<file path="src/rtl/secded16_pkg.sv">
// Shared definitions for the 16-bit SEC/DED code: widths, Hamming position
// table and the golden check-bit function used by encoder and corrector.
package secded16_pkg;

  localparam int DATA_W = 16;
  localparam int CHK_W  = 6;
  localparam int CW_W   = DATA_W + CHK_W;

  // Index of each check bit inside chk[5:0] = {p0, p16, p8, p4, p2, p1}.
  localparam int P1  = 0;
  localparam int P2  = 1;
  localparam int P4  = 2;
  localparam int P8  = 3;
  localparam int P16 = 4;
  localparam int P0  = 5;

  typedef logic [4:0] pos_t;

  // Hamming position of data bit d0..d15 (powers of two are reserved for pK).
  localparam pos_t DATA_POS [DATA_W] = '{
    5'd3,  5'd5,  5'd6,  5'd7,  5'd9,  5'd10, 5'd11, 5'd12,
    5'd13, 5'd14, 5'd15, 5'd17, 5'd18, 5'd19, 5'd20, 5'd21
  };

  function automatic logic [CHK_W-1:0] secded16_check(input logic [DATA_W-1:0] data);
    logic [CHK_W-1:0] chk;
    chk = '0;
    for (int i = 0; i < DATA_W; i++) begin
      for (int k = 0; k < 5; k++) begin
        if (DATA_POS[i][k]) chk[k] = chk[k] ^ data[i];
      end
    end
    // Overall parity covers data and p1..p16 so the full word has even weight.
    chk[P0] = (^data) ^ (^chk[P16:P1]);
    return chk;
  endfunction

endpackage

</file>
<file path="src/rtl/secded16_encoder_pipe_if.sv">
// Stream, injection and status signals of the SEC/DED encoder pipeline.
interface secded16_encoder_pipe_if;
  import secded16_pkg::*;

  logic              in_valid;
  logic              in_ready;
  logic [DATA_W-1:0] in_data;
  logic              out_valid;
  logic              out_ready;
  logic [CW_W-1:0]   out_cw;
  logic              out_injected;
  logic              inj_arm;
  logic [CW_W-1:0]   inj_mask;
  logic              inj_armed;
  logic [15:0]       cw_count;

  modport master (
    output in_valid, in_data, out_ready, inj_arm, inj_mask,
    input  in_ready, out_valid, out_cw, out_injected, inj_armed, cw_count
  );

  modport slave (
    input  in_valid, in_data, out_ready, inj_arm, inj_mask,
    output in_ready, out_valid, out_cw, out_injected, inj_armed, cw_count
  );

endinterface

</file>
<file path="src/rtl/secded16_chk_gen.sv">
// Combinational check-bit generator: 16 data bits -> {p0, p16, p8, p4, p2, p1}.
module secded16_chk_gen
  import secded16_pkg::*;
(
  input  logic [DATA_W-1:0] i_data,
  output logic [CHK_W-1:0]  o_chk
);

  assign o_chk = secded16_check(i_data);

endmodule

</file>
<file path="src/rtl/secded16_encoder_pipe.sv">
// Two-stage elastic SEC/DED encoder with one-shot error injection and an
// emitted-codeword counter.
module secded16_encoder_pipe
  import secded16_pkg::*;
(
  input  logic                   clk,
  input  logic                   rst_n,
  secded16_encoder_pipe_if.slave bus
);

  logic              r_s1_valid;
  logic [DATA_W-1:0] r_s1_data;
  logic              r_s2_valid;
  logic [CW_W-1:0]   r_s2_cw;
  logic              r_s2_inj;
  logic              r_inj_armed;
  logic [CW_W-1:0]   r_inj_mask;
  logic [15:0]       r_cw_count;

  logic              w_s2_adv;
  logic              w_s1_adv;
  logic              w_in_ready;
  logic              w_in_fire;
  logic              w_out_fire;
  logic [CHK_W-1:0]  w_chk;
  logic [CW_W-1:0]   w_enc_cw;
  logic [CW_W-1:0]   w_s2_next_cw;

  assign w_s2_adv   = !r_s2_valid || bus.out_ready;
  assign w_s1_adv   = r_s1_valid && w_s2_adv;
  assign w_in_ready = !r_s1_valid || w_s2_adv;
  assign w_in_fire  = bus.in_valid && w_in_ready;
  assign w_out_fire = r_s2_valid && bus.out_ready;

  secded16_chk_gen u_chk_gen (
    .i_data (r_s1_data),
    .o_chk  (w_chk)
  );

  assign w_enc_cw     = {w_chk, r_s1_data};
  assign w_s2_next_cw = r_inj_armed ? (w_enc_cw ^ r_inj_mask) : w_enc_cw;

  // NOTE: every register below uses <= so all stages sample pre-edge values;
  // blocking assignments here would let S2 see S1's new word in the same edge.
  always_ff @(posedge clk or negedge rst_n) begin
    if (!rst_n) begin
      r_s1_valid <= 1'b0;
      r_s1_data  <= '0;
    end else if (w_in_fire) begin
      r_s1_valid <= 1'b1;
      r_s1_data  <= bus.in_data;
    end else if (w_s1_adv) begin
      r_s1_valid <= 1'b0;
    end
  end

  // Codeword and flag only change on a transfer, so they stay put under stall.
  always_ff @(posedge clk or negedge rst_n) begin
    if (!rst_n) begin
      r_s2_valid <= 1'b0;
      r_s2_cw    <= '0;
      r_s2_inj   <= 1'b0;
    end else if (w_s1_adv) begin
      r_s2_valid <= 1'b1;
      r_s2_cw    <= w_s2_next_cw;
      r_s2_inj   <= r_inj_armed;
    end else if (w_s2_adv) begin
      r_s2_valid <= 1'b0;
    end
  end

  // A new arm wins over consumption: a same-cycle transfer already used the old mask.
  always_ff @(posedge clk or negedge rst_n) begin
    if (!rst_n) begin
      r_inj_armed <= 1'b0;
      r_inj_mask  <= '0;
    end else if (bus.inj_arm) begin
      r_inj_armed <= 1'b1;
      r_inj_mask  <= bus.inj_mask;
    end else if (w_s1_adv && r_inj_armed) begin
      r_inj_armed <= 1'b0;
    end
  end

  always_ff @(posedge clk or negedge rst_n) begin
    if (!rst_n) begin
      r_cw_count <= '0;
    end else if (w_out_fire) begin
      r_cw_count <= r_cw_count + 16'd1;
    end
  end

  assign bus.in_ready     = w_in_ready;
  assign bus.out_valid    = r_s2_valid;
  assign bus.out_cw       = r_s2_cw;
  assign bus.out_injected = r_s2_inj;
  assign bus.inj_armed    = r_inj_armed;
  assign bus.cw_count     = r_cw_count;

endmodule
</file>
<file path="src/flat_wrapper.sv">
// flat-port wrapper written by rule: the top's interface ports become plain ports
module secded16_encoder_pipe_flat import secded16_pkg::*;
  (clk, rst_n, bus_in_valid, bus_in_data, bus_out_ready, bus_inj_arm, bus_inj_mask, bus_in_ready, bus_out_valid, bus_out_cw, bus_out_injected, bus_inj_armed, bus_cw_count);
  secded16_encoder_pipe_if bus_i ();
  input  logic clk;
  input  logic rst_n;
  input wire logic [$bits(bus_i.in_valid)-1:0] bus_in_valid;
  input wire logic [$bits(bus_i.in_data)-1:0] bus_in_data;
  input wire logic [$bits(bus_i.out_ready)-1:0] bus_out_ready;
  input wire logic [$bits(bus_i.inj_arm)-1:0] bus_inj_arm;
  input wire logic [$bits(bus_i.inj_mask)-1:0] bus_inj_mask;
  output wire logic [$bits(bus_i.in_ready)-1:0] bus_in_ready;
  output wire logic [$bits(bus_i.out_valid)-1:0] bus_out_valid;
  output wire logic [$bits(bus_i.out_cw)-1:0] bus_out_cw;
  output wire logic [$bits(bus_i.out_injected)-1:0] bus_out_injected;
  output wire logic [$bits(bus_i.inj_armed)-1:0] bus_inj_armed;
  output wire logic [$bits(bus_i.cw_count)-1:0] bus_cw_count;
  assign bus_i.in_valid = bus_in_valid;
  assign bus_i.in_data = bus_in_data;
  assign bus_i.out_ready = bus_out_ready;
  assign bus_i.inj_arm = bus_inj_arm;
  assign bus_i.inj_mask = bus_inj_mask;
  assign bus_in_ready = bus_i.in_ready;
  assign bus_out_valid = bus_i.out_valid;
  assign bus_out_cw = bus_i.out_cw;
  assign bus_out_injected = bus_i.out_injected;
  assign bus_inj_armed = bus_i.inj_armed;
  assign bus_cw_count = bus_i.cw_count;
  secded16_encoder_pipe u_core (.clk(clk), .rst_n(rst_n), .bus(bus_i));
endmodule
</file>
<file path="config.mk">
export PLATFORM = sky130hd
export DESIGN_NAME = secded16_encoder_pipe_flat
export DESIGN_NICKNAME = d
export VERILOG_FILES = /design/src/rtl/secded16_pkg.sv /design/src/rtl/secded16_encoder_pipe_if.sv /design/src/rtl/secded16_chk_gen.sv /design/src/rtl/secded16_encoder_pipe.sv /design/src/flat_wrapper.sv
export SDC_FILE = /design/constraint.sdc
export NUM_CORES = 1
export LEC_CHECK = 0
export CAP_MARGIN = 20
export CORE_ASPECT_RATIO = 1.1
export CORE_MARGIN = 2
export CORE_UTILIZATION = 35
export CTS_BUF_LIST = sky130_fd_sc_hd__clkbuf_8
export DETAILED_ROUTE_END_ITERATION = 6
export DONT_BUFFER_PORTS = 1
export HOLD_SLACK_MARGIN = 0.03
export SLEW_MARGIN = 5
export SYNTH_ARGS = -nofsm -noshare
export SYNTH_HDL_FRONTEND = slang
export SYNTH_HIERARCHICAL = 1
export SYNTH_SLANG_ARGS = --single-unit
</file>
<file path="constraint.sdc">
create_clock -name clk -period 2.1 [get_ports clk]
set_input_delay 0.525 -clock clk [delete_from_list [all_inputs] [get_ports clk]]
set_output_delay 0.525 -clock clk [all_outputs]
set_load 0.02 [all_outputs]
</file>
Yosys cells after proc, flatten, opt, wreduce, memory -nomap -nowiden
Cells that the tools add are included.
{"block": "op_classes", "n_addsub": 1, "multipliers": 0, "div": 0, "magnitude_cmp": 0, "n_eq_ne": 0, "shift": 0, "muxes": 7, "bitwise_logic": 37, "reduce_logical": 13}
{"op": "1-bit bitwise XOR", "count": 36}
{"op": "22-bit two-way mux", "count": 1}
{"op": "22-bit bitwise XOR", "count": 1}
{"op": "16-bit by 1-bit adder with 16-bit output (second input constant)", "count": 1}
{"op": "16-bit parity", "count": 1}
{"op": "1-bit two-way mux", "count": 6}
{"op": "2-bit nonzero test", "count": 3}
{"op": "5-bit parity", "count": 1}
{"op": "1-bit logical AND", "count": 4}
{"op": "1-bit logical NOT", "count": 2}
{"op": "1-bit logical OR", "count": 2}
{"block": "totals", "regBits": 80, "latchBits": 0, "mem_bits_rw": 0, "mem_bits_ro": 0, "in_bits": 43, "output_inout_bits": 42, "word_cells": 66, "n_memories": 0}

Longest topological paths before layout
Gate-level depths: netlist of run 1.
{"block": "depth", "depth_word": 13, "ltp_mapped": 6, "ltp_nobuf": 6}

Cells and area by module
Netlist of run 1, hierarchy kept.
{"module": "secded16_encoder_pipe", "instances": 1, "cells_each": 268, "area_per_inst_um2": 3333.2, "seq_area_each_um2": 2001.9}
{"module": "secded16_chk_gen", "instances": 1, "cells_each": 29, "area_per_inst_um2": 302.8, "seq_area_each_um2": 0.0}

Worst setup path after synthesis of run 1
No wires, ideal clock.
{"block": "synth_timing", "kind": "register to register", "from": "register u_core.r_s1_data[8]", "to": "register u_core.r_s2_cw[21], in the netlist u_core/bus.out_cw[21]", "setup_time_ps": 77, "arrival_time_ps": 1941, "required_ps": 2023, "setup_slack_ps": 82, "stages_incl_launch_ff": 7, "n_path_buf": 0, "period_less_slack_ps": 2018, "cell_sequence": "dfrtp_1 > xor2_1 > xnor3_1 > xnor2_2 > xnor3_1 > xor2_1 > a21oi_1"}
{"block": "synth_between", "elab_chain_len": 9, "word_cells_on_any_way": 18, "cone_classes": "mux (1); bitwise (15); reduce/logical (2)"}
{"element": "from (decl)", "line_no": "secded16_encoder_pipe.sv:12", "rtl": "logic [DATA_W-1:0] r_s1_data;"}
{"element": "from (signal assigned)", "line_no": "secded16_encoder_pipe.sv:51", "rtl": "r_s1_data <= bus.in_data;"}
{"element": "1-bit bitwise XOR (*) (5 in series)", "line_no": "secded16_pkg.sv:30", "rtl": "if (DATA_POS[i][k]) chk[k] = chk[k] ^ data[i];"}
{"element": "net u_core.w_chk[0]", "line_no": "secded16_encoder_pipe.sv:25", "rtl": "logic [CHK_W-1:0] w_chk;"}
{"element": "5-bit parity (*)", "line_no": "secded16_pkg.sv:34", "rtl": "chk[P0] = (^data) ^ (^chk[P16:P1]);"}
{"element": "1-bit bitwise XOR (*)", "line_no": "secded16_pkg.sv:34"}
{"element": "net u_core.w_chk[5]", "line_no": "secded16_encoder_pipe.sv:25"}
{"element": "22-bit bitwise XOR", "line_no": "secded16_encoder_pipe.sv:41", "rtl": "assign w_s2_next_cw = r_inj_armed ? (w_enc_cw ^ r_inj_mask) : w_enc_cw;"}
{"element": "22-bit two-way mux (*)", "line_no": "secded16_encoder_pipe.sv:41"}
{"element": "to (signal assigned)", "line_no": "secded16_encoder_pipe.sv:65", "rtl": "r_s2_cw <= w_s2_next_cw;"}
{"element": "to (decl)", "line_no": "secded16_encoder_pipe.sv:14", "rtl": "logic [CW_W-1:0] r_s2_cw;"}
The timed path passes the listed nets; every way through them passes the cells marked *.
A chain may end at the register's enable or synchronous reset.

Worst setup path in the final report of run 1
{"block": "layout_timing", "from": "register u_core.r_s1_data[8]", "to": "register u_core.r_s2_cw[21], in the netlist u_core/bus.out_cw[21]"}
{"block": "layout_between", "elab_chain_len": 9, "word_cells_on_any_way": 18, "cone_classes": "mux (1); bitwise (15); reduce/logical (2)"}
{"element": "1-bit bitwise XOR (5 in series)", "line_no": "secded16_pkg.sv:30"}
{"element": "5-bit parity", "line_no": "secded16_pkg.sv:34"}
{"element": "1-bit bitwise XOR (*)", "line_no": "secded16_pkg.sv:34"}
{"element": "net u_core.w_chk[5]", "line_no": "secded16_encoder_pipe.sv:25"}
{"element": "22-bit bitwise XOR", "line_no": "secded16_encoder_pipe.sv:41"}
{"element": "22-bit two-way mux (*)", "line_no": "secded16_encoder_pipe.sv:41"}
Marked as above.

==> qor.txt, run 1 <==
placed cells -> 416
register area share after synthesis -> 0.551
Yosys top cell area share -> 0.551
Clk pin slew, worst setup/hold paths -> 0.08 ns
vias in the first global route -> 2341
fmax -> 0.489 GHz
r2r setup slk -> 0.06 ns
r2r startpoint -> u_core/r_s1_data[8]$_DFFE_PN0P_
worst-case clock skew -> 0.00975 ns
Internal -> 0.00311 W
most common cell after layout, fill and taps aside -> dfrtp_1
post-synthesis cell type count -> 23
clock tree from TritonCTS -> yes
initial antenna violation count -> 2
DRT Pass-1 Iters -> 4
most frequent cells in the layout -> dfrtp_1 (77), mux2_2 (39), xor2_1 (31), nand2_1 (30), nor2_1 (28)
area taken by multi-input logic gates -> 1610 sq um
final hold vios -> 80
Psw -> 0.00171 W
Root Driver -> clkbuf_8
largest area contributor in the netlist -> dfrtp_1
FF/Latch Area -> 2010 sq um
Combinational Power Share -> 0.297
crit path time final -> 2.04 ns
core area -> 10200 sq um
Die X-Extent -> 101 um
# rows -> 39
final hold slack -> -0.148 ns
syn avg cell area -> 12.2 sq um
final setup vio count -> 0
gpl congestion -> 0.741
vias -> 2131
PD cells -> 1200 nW/um^2
failing checks -> negative hold slack
CTS H-tree lvls -> 3
Die H -> 111 um
WP data required -> 2.31 ns
post-DR wirelength/cell -> 17.6 um
fill cell count -> 997
CP Launch Type -> register
leakage -> 1.74 nW
r2r worst-path depth -> 6
Area Overhead vs Synth -> 10.5%
Critical Path Fanout Max -> 4
cell count after synthesis -> 297
VDD IR max -> 0.000413 V
Boundary Pins -> 85
layout cell share with drive strength beyond 1 -> 0.256
Starting Density -> 0.355
syn nets -> 341
Max Cap Viol -> 0
Sw Share -> 0.355
final wirelength -> 7.69 mm
Mapped Area -> 3640 sq um
status -> finished with violations
Clock power frac -> 0.207
Residual DRC -> 0
Rel. slew slack -> 0.442
Synth Register Bits -> 80
Synth area leaders -> dfrtp_1 (55%), mux2_2 (12%), xor2_1 (7.7%)
DP HPWL -> 5.23 mm
Post-DRT Antenna Nets -> 0
Overflow after GRT -> 0
fin crit share -> 0.973
Final Util -> 0.392
NumNets Final -> 352
Seq pwr share -> 0.496
clk_lat worst skew -> 0.36 ns
Final Slew Violations -> 0
largest net degree at the start of global routing -> 81
clock sinks -> 80
initial drt markers -> 72
setup_tns -> 0 ns
crit path kind -> reg2reg
non-filler instance count after layout -> 437
Clock Tree Buf Depth -> 2
worst-margin pin slew -> 0.836 ns
Total GRT Usage -> 0.148
port buffer count -> 0
routed vias/inst -> 4.88
WP data arrival -> 2.25 ns
first-pass GRT wire length -> 12.5 mm
FF-to-FF End -> u_core/bus.out_cw[21]$_DFFE_PN0P_
Inserted Clock Buffers -> 9
Synth Warn # -> 6
nature of the critical path endpoint -> register
Die ar. -> 11200 sq um
Worst Hold Class -> in2async
## worst max-delay path, stage by stage (launching register included)
cell     delay, ns
dfrtp_2       0.46
xnor2_2       0.17
xnor3_2       0.49
xnor2_2       0.14
xnor3_1       0.43
xor2_1        0.14
a21oi_1       0.08
## power groups by stage
stage	clock network [W]	registers (W)	logic, W
after CTS	0.00104	0.00239	0.00134
after global placement	0	0.00240	0.00129
after global routing	0.00110	0.00244	0.00157
after detailed placement	0	0.00241	0.00133
final	0.000995	0.00239	0.00143
after floorplan	0	0.00234	0.00111
## timing repair
action                                 CTS  global route
pin swaps                                0             7
endpoints found under the hold margin   80            80
setup endpoints to repair                1             1
gates resized for setup                  3             9
buffers inserted                         0             5
## stage by stage
stage / worst slack, ns / total power, W / hold WS, ns / area, sq um
2_1_floorplan: 0.0816 / 0.00345 / 0.229 / 3640
3_3_place_gp: 0.0313 / 0.00369 / 0.231 / 3750
3_5_place_dp: -0.0461 / 0.00374 / 0.231 / 3750
4_1_cts: 0.00838 / 0.00477 / -0.173 / 3940
5_1_grt: -0.0298 / 0.00510 / -0.177 / 4010
6_report: 0.0567 / 0.00481 / -0.148 / 4020
## worst max path at each step
stage                                     startpoint  slack (ns)  cells after the start                                 to
floorplan            u_core/r_s1_data[8]$_DFFE_PN0P_        0.08                      6  u_core/bus.out_cw[21]$_DFFE_PN0P_
global placement    u_core/r_s1_data[11]$_DFFE_PN0P_        0.03                      6  u_core/bus.out_cw[21]$_DFFE_PN0P_
detailed placement  u_core/r_s1_data[11]$_DFFE_PN0P_       -0.05                      6  u_core/bus.out_cw[21]$_DFFE_PN0P_
CTS                  u_core/r_s1_data[8]$_DFFE_PN0P_       0.008                      6  u_core/bus.out_cw[21]$_DFFE_PN0P_
global route         u_core/r_s1_data[8]$_DFFE_PN0P_       -0.03                      6  u_core/bus.out_cw[21]$_DFFE_PN0P_
finish               u_core/r_s1_data[8]$_DFFE_PN0P_        0.06                      6  u_core/bus.out_cw[21]$_DFFE_PN0P_
## synth_stat cells
| cell | instances |
|---|---|
| xnor2_2 | 1 |
| ha_1 | 1 |
| xor2_1 | 32 |
| nand2_1 | 30 |
| xnor3_1 | 3 |
| nor2_1 | 28 |
| buf_6 | 5 |
| nand2_4 | 1 |
| buf_4 | 1 |
| xnor2_1 | 30 |
| a21o_1 | 1 |
| nand2b_1 | 3 |
| nand4_1 | 3 |
| buf_2 | 4 |
| nor3_2 | 2 |
| nand3b_2 | 1 |
| nand3_1 | 7 |
| mux2_2 | 39 |
| mux2_1 | 1 |
| and2_1 | 1 |
| dfrtp_1 | 80 |
| a21oi_1 | 22 |
| inv_1 | 1 |
## logic make-up after synthesis
family                   Yosys count  synth area share
AO/OA/AOI/OAI                     23            0.0323
XOR/XNOR                          66             0.172
adder cells (fa/ha/maj)            1           0.00344
buffers and inverters             11            0.0241
flip-flops                        80             0.551
multiplexers                      40             0.124
AND/OR/NAND/NOR                   76            0.0933
## routing by layer
metal	share of wire	wire length, um	track usage
met3	0.070	537	0.0643
met1	0.43	3290	0.183
met2	0.48	3720	0.230
met4	0.017	129	0.0514
met5	0.0017	13	0
## area by class of cell
type                            instances  share of cell area
Antenna cell                            1            0.000623
Clock buffer                           10              0.0343
Clock inverter                          6             0.00717
Inverter                                1            0.000935
Multi-Input combinational cell        206               0.401
Sequential cell                        80               0.499
Tap cell                              123              0.0383
Timing Repair Buffer                   10              0.0187
## registers in the layout, indices dropped and copies added (netlist names)
register                 count
u_core/bus.out_cw           22
u_core/r_inj_mask           22
u_core/bus.cw_count         16
u_core/r_s1_data            16
u_core/bus.inj_armed         1
u_core/bus.out_injected      1
u_core/bus.out_valid         1
u_core/r_s1_valid            1
Note: power is estimated with default switching activity, not from simulation.
==> run 2, diff against run 1 <==
- MAX_ROUTING_LAYER: unset -> met4
==> qor.txt, run 2 (synthesized netlist as in run 1, its figures left out) <==
most used cell, CP -> xnor2_2
final hold vios -> 80
Clock Tree Buf Depth -> 2
status -> finished with violations
final hold slack -> -0.148 ns
crit path time final -> 2.04 ns
largest net degree at the start of global routing -> 81
vias in the first global route -> 2346
# rows -> 39
most common cell after layout, fill and taps aside -> dfrtp_1
Final Slew Violations -> 0
r2r setup slk -> 0.06 ns
PD cells -> 1200 nW/um^2
initial antenna violation count -> 2
port buffer count -> 0
Root Driver -> clkbuf_8
post-DR wirelength/cell -> 17.5 um
failing checks -> negative hold slack
clock tree from TritonCTS -> yes
Max Cap Viol -> 0
Clock power frac -> 0.207
clk_lat worst skew -> 0.36 ns
Post-DRT Antenna Nets -> 0
Starting Density -> 0.355
worst-case clock skew -> 0.00995 ns
DRT Pass-1 Iters -> 4
Die ar. -> 11200 sq um
Clk pin slew, worst setup/hold paths -> 0.08 ns
initial drt markers -> 90
CP bufs+invs -> 0
fin crit share -> 0.973
fmax -> 0.489 GHz
Sw Share -> 0.355
vias -> 2114
area taken by multi-input logic gates -> 1610 sq um
NumNets Final -> 352
Area Overhead vs Synth -> 10.5%
Internal -> 0.00311 W
CTS H-tree lvls -> 3
Die X-Extent -> 101 um
layout cell share with drive strength beyond 1 -> 0.256
Residual DRC -> 0
CP Depth -> 6
nature of the critical path endpoint -> register
final wirelength -> 7.68 mm
Psw -> 0.00171 W
VDD IR max -> 0.000413 V
Worst Hold Class -> in2async
first-pass GRT wire length -> 12.5 mm
Seq pwr share -> 0.496
final setup vio count -> 0
Overflow after GRT -> 0
most frequent cells in the layout -> dfrtp_1 (77), mux2_2 (39), xor2_1 (31), nand2_1 (30), nor2_1 (28)
crit path max-delay cell type -> xnor3_2
WP data arrival -> 2.25 ns
Inserted Clock Buffers -> 9
Final Util -> 0.392
DP HPWL -> 5.23 mm
Rel. slew slack -> 0.438
fill cell count -> 996
Critical Path Max Stage Delay -> 0.48 ns
r2r worst-path depth -> 6
Total GRT Usage -> 0.152
WP data required -> 2.31 ns
CP Launch Type -> register
clock sinks -> 80
leakage -> 1.74 nW
routed vias/inst -> 4.83
Die H -> 111 um
Boundary Pins -> 85
crit path kind -> reg2reg
gpl congestion -> 0.750
cell chain of the critical path -> xnor2_2 > xnor3_2 > xnor2_2 > xnor3_1 > xor2_1 > a21oi_1
Combinational Power Share -> 0.298
cell family with most CP delay -> XOR/XNOR gates
worst-margin pin slew -> 0.842 ns
setup_tns -> 0 ns
core area -> 10200 sq um
FF/Latch Area -> 2010 sq um
Critical Path Fanout Max -> 4
run 2: cell types whose count changed in the layout (fill, tap and decap cells not counted), sizes merged:
cell   before  now
diode       1    2
run 2: layout make-up:
| class | instances | share of cell area |
|---|---|---|
| repair buffers | 10 | 0.0187 |
| flip-flops and latches | 80 | 0.499 |
| clock inverters | 6 | 0.00716 |
| diodes | 2 | 0.00125 |
| multi-input cells | 206 | 0.400 |
| clock buffers | 10 | 0.0342 |
| inverters | 1 | 0.000934 |
| well taps | 123 | 0.0383 |
run 2: routing by layer:
layer | routed length, um | global-route usage | vias up
li1 | - | - | 1005
met2 | 3720 | 0.230 | 49
met4 | 129 | 0.0514 | 0
met5 | 0 | - | -
met3 | 493 | 0.0637 | 8
met1 | 3330 | 0.184 | 1052
run 2: worst paths after layout:
path | to | from
setup reg to reg | u_core/bus.out_cw[21]$_DFFE_PN0P_ | u_core/r_s1_data[8]$_DFFE_PN0P_
min in group clk | u_core/bus.inj_armed$_DFFE_PN0P_ | bus_inj_arm
hold reg to reg | u_core/r_inj_mask[9]$_DFFE_PN0P_ | u_core/r_inj_mask[9]$_DFFE_PN0P_
max in group asynchronous | u_core/bus.out_injected$_DFFE_PN0P_ | rst_n
hold / removal | u_core/r_inj_mask[20]$_DFFE_PN0P_ | rst_n
setup / recovery | u_core/bus.out_cw[21]$_DFFE_PN0P_ | u_core/r_s1_data[8]$_DFFE_PN0P_
run 2: repair_timing:
action	4_1_cts	5_1_grt
setup buffers	0	5
endpoints found under the hold margin	80	80
setup endpoints to repair	1	1
gates resized for setup	3	9
pin swaps	0	7
run 2: power groups by stage:
stage / combinational (W) / sequential, W / clock, W
5_1_grt: 0.00157 / 0.00244 / 0.00110
6_report: 0.00143 / 0.00239 / 0.000994
3_3_place_gp: 0.00129 / 0.00240 / 0
2_1_floorplan: 0.00111 / 0.00234 / 0
3_5_place_dp: 0.00133 / 0.00241 / 0
4_1_cts: 0.00134 / 0.00239 / 0.00104
run 2: stage by stage:
stage	instances	worst slack (ns)	power, W	cell area, sq um
after floorplan	297	0.0816	0.00345	3640
after global placement	416	0.0313	0.00369	3750
after global routing	438	-0.0298	0.00511	4020
after CTS	432	0.00838	0.00477	3940
after detailed placement	416	-0.0461	0.00374	3750
final	438	0.0567	0.00481	4020
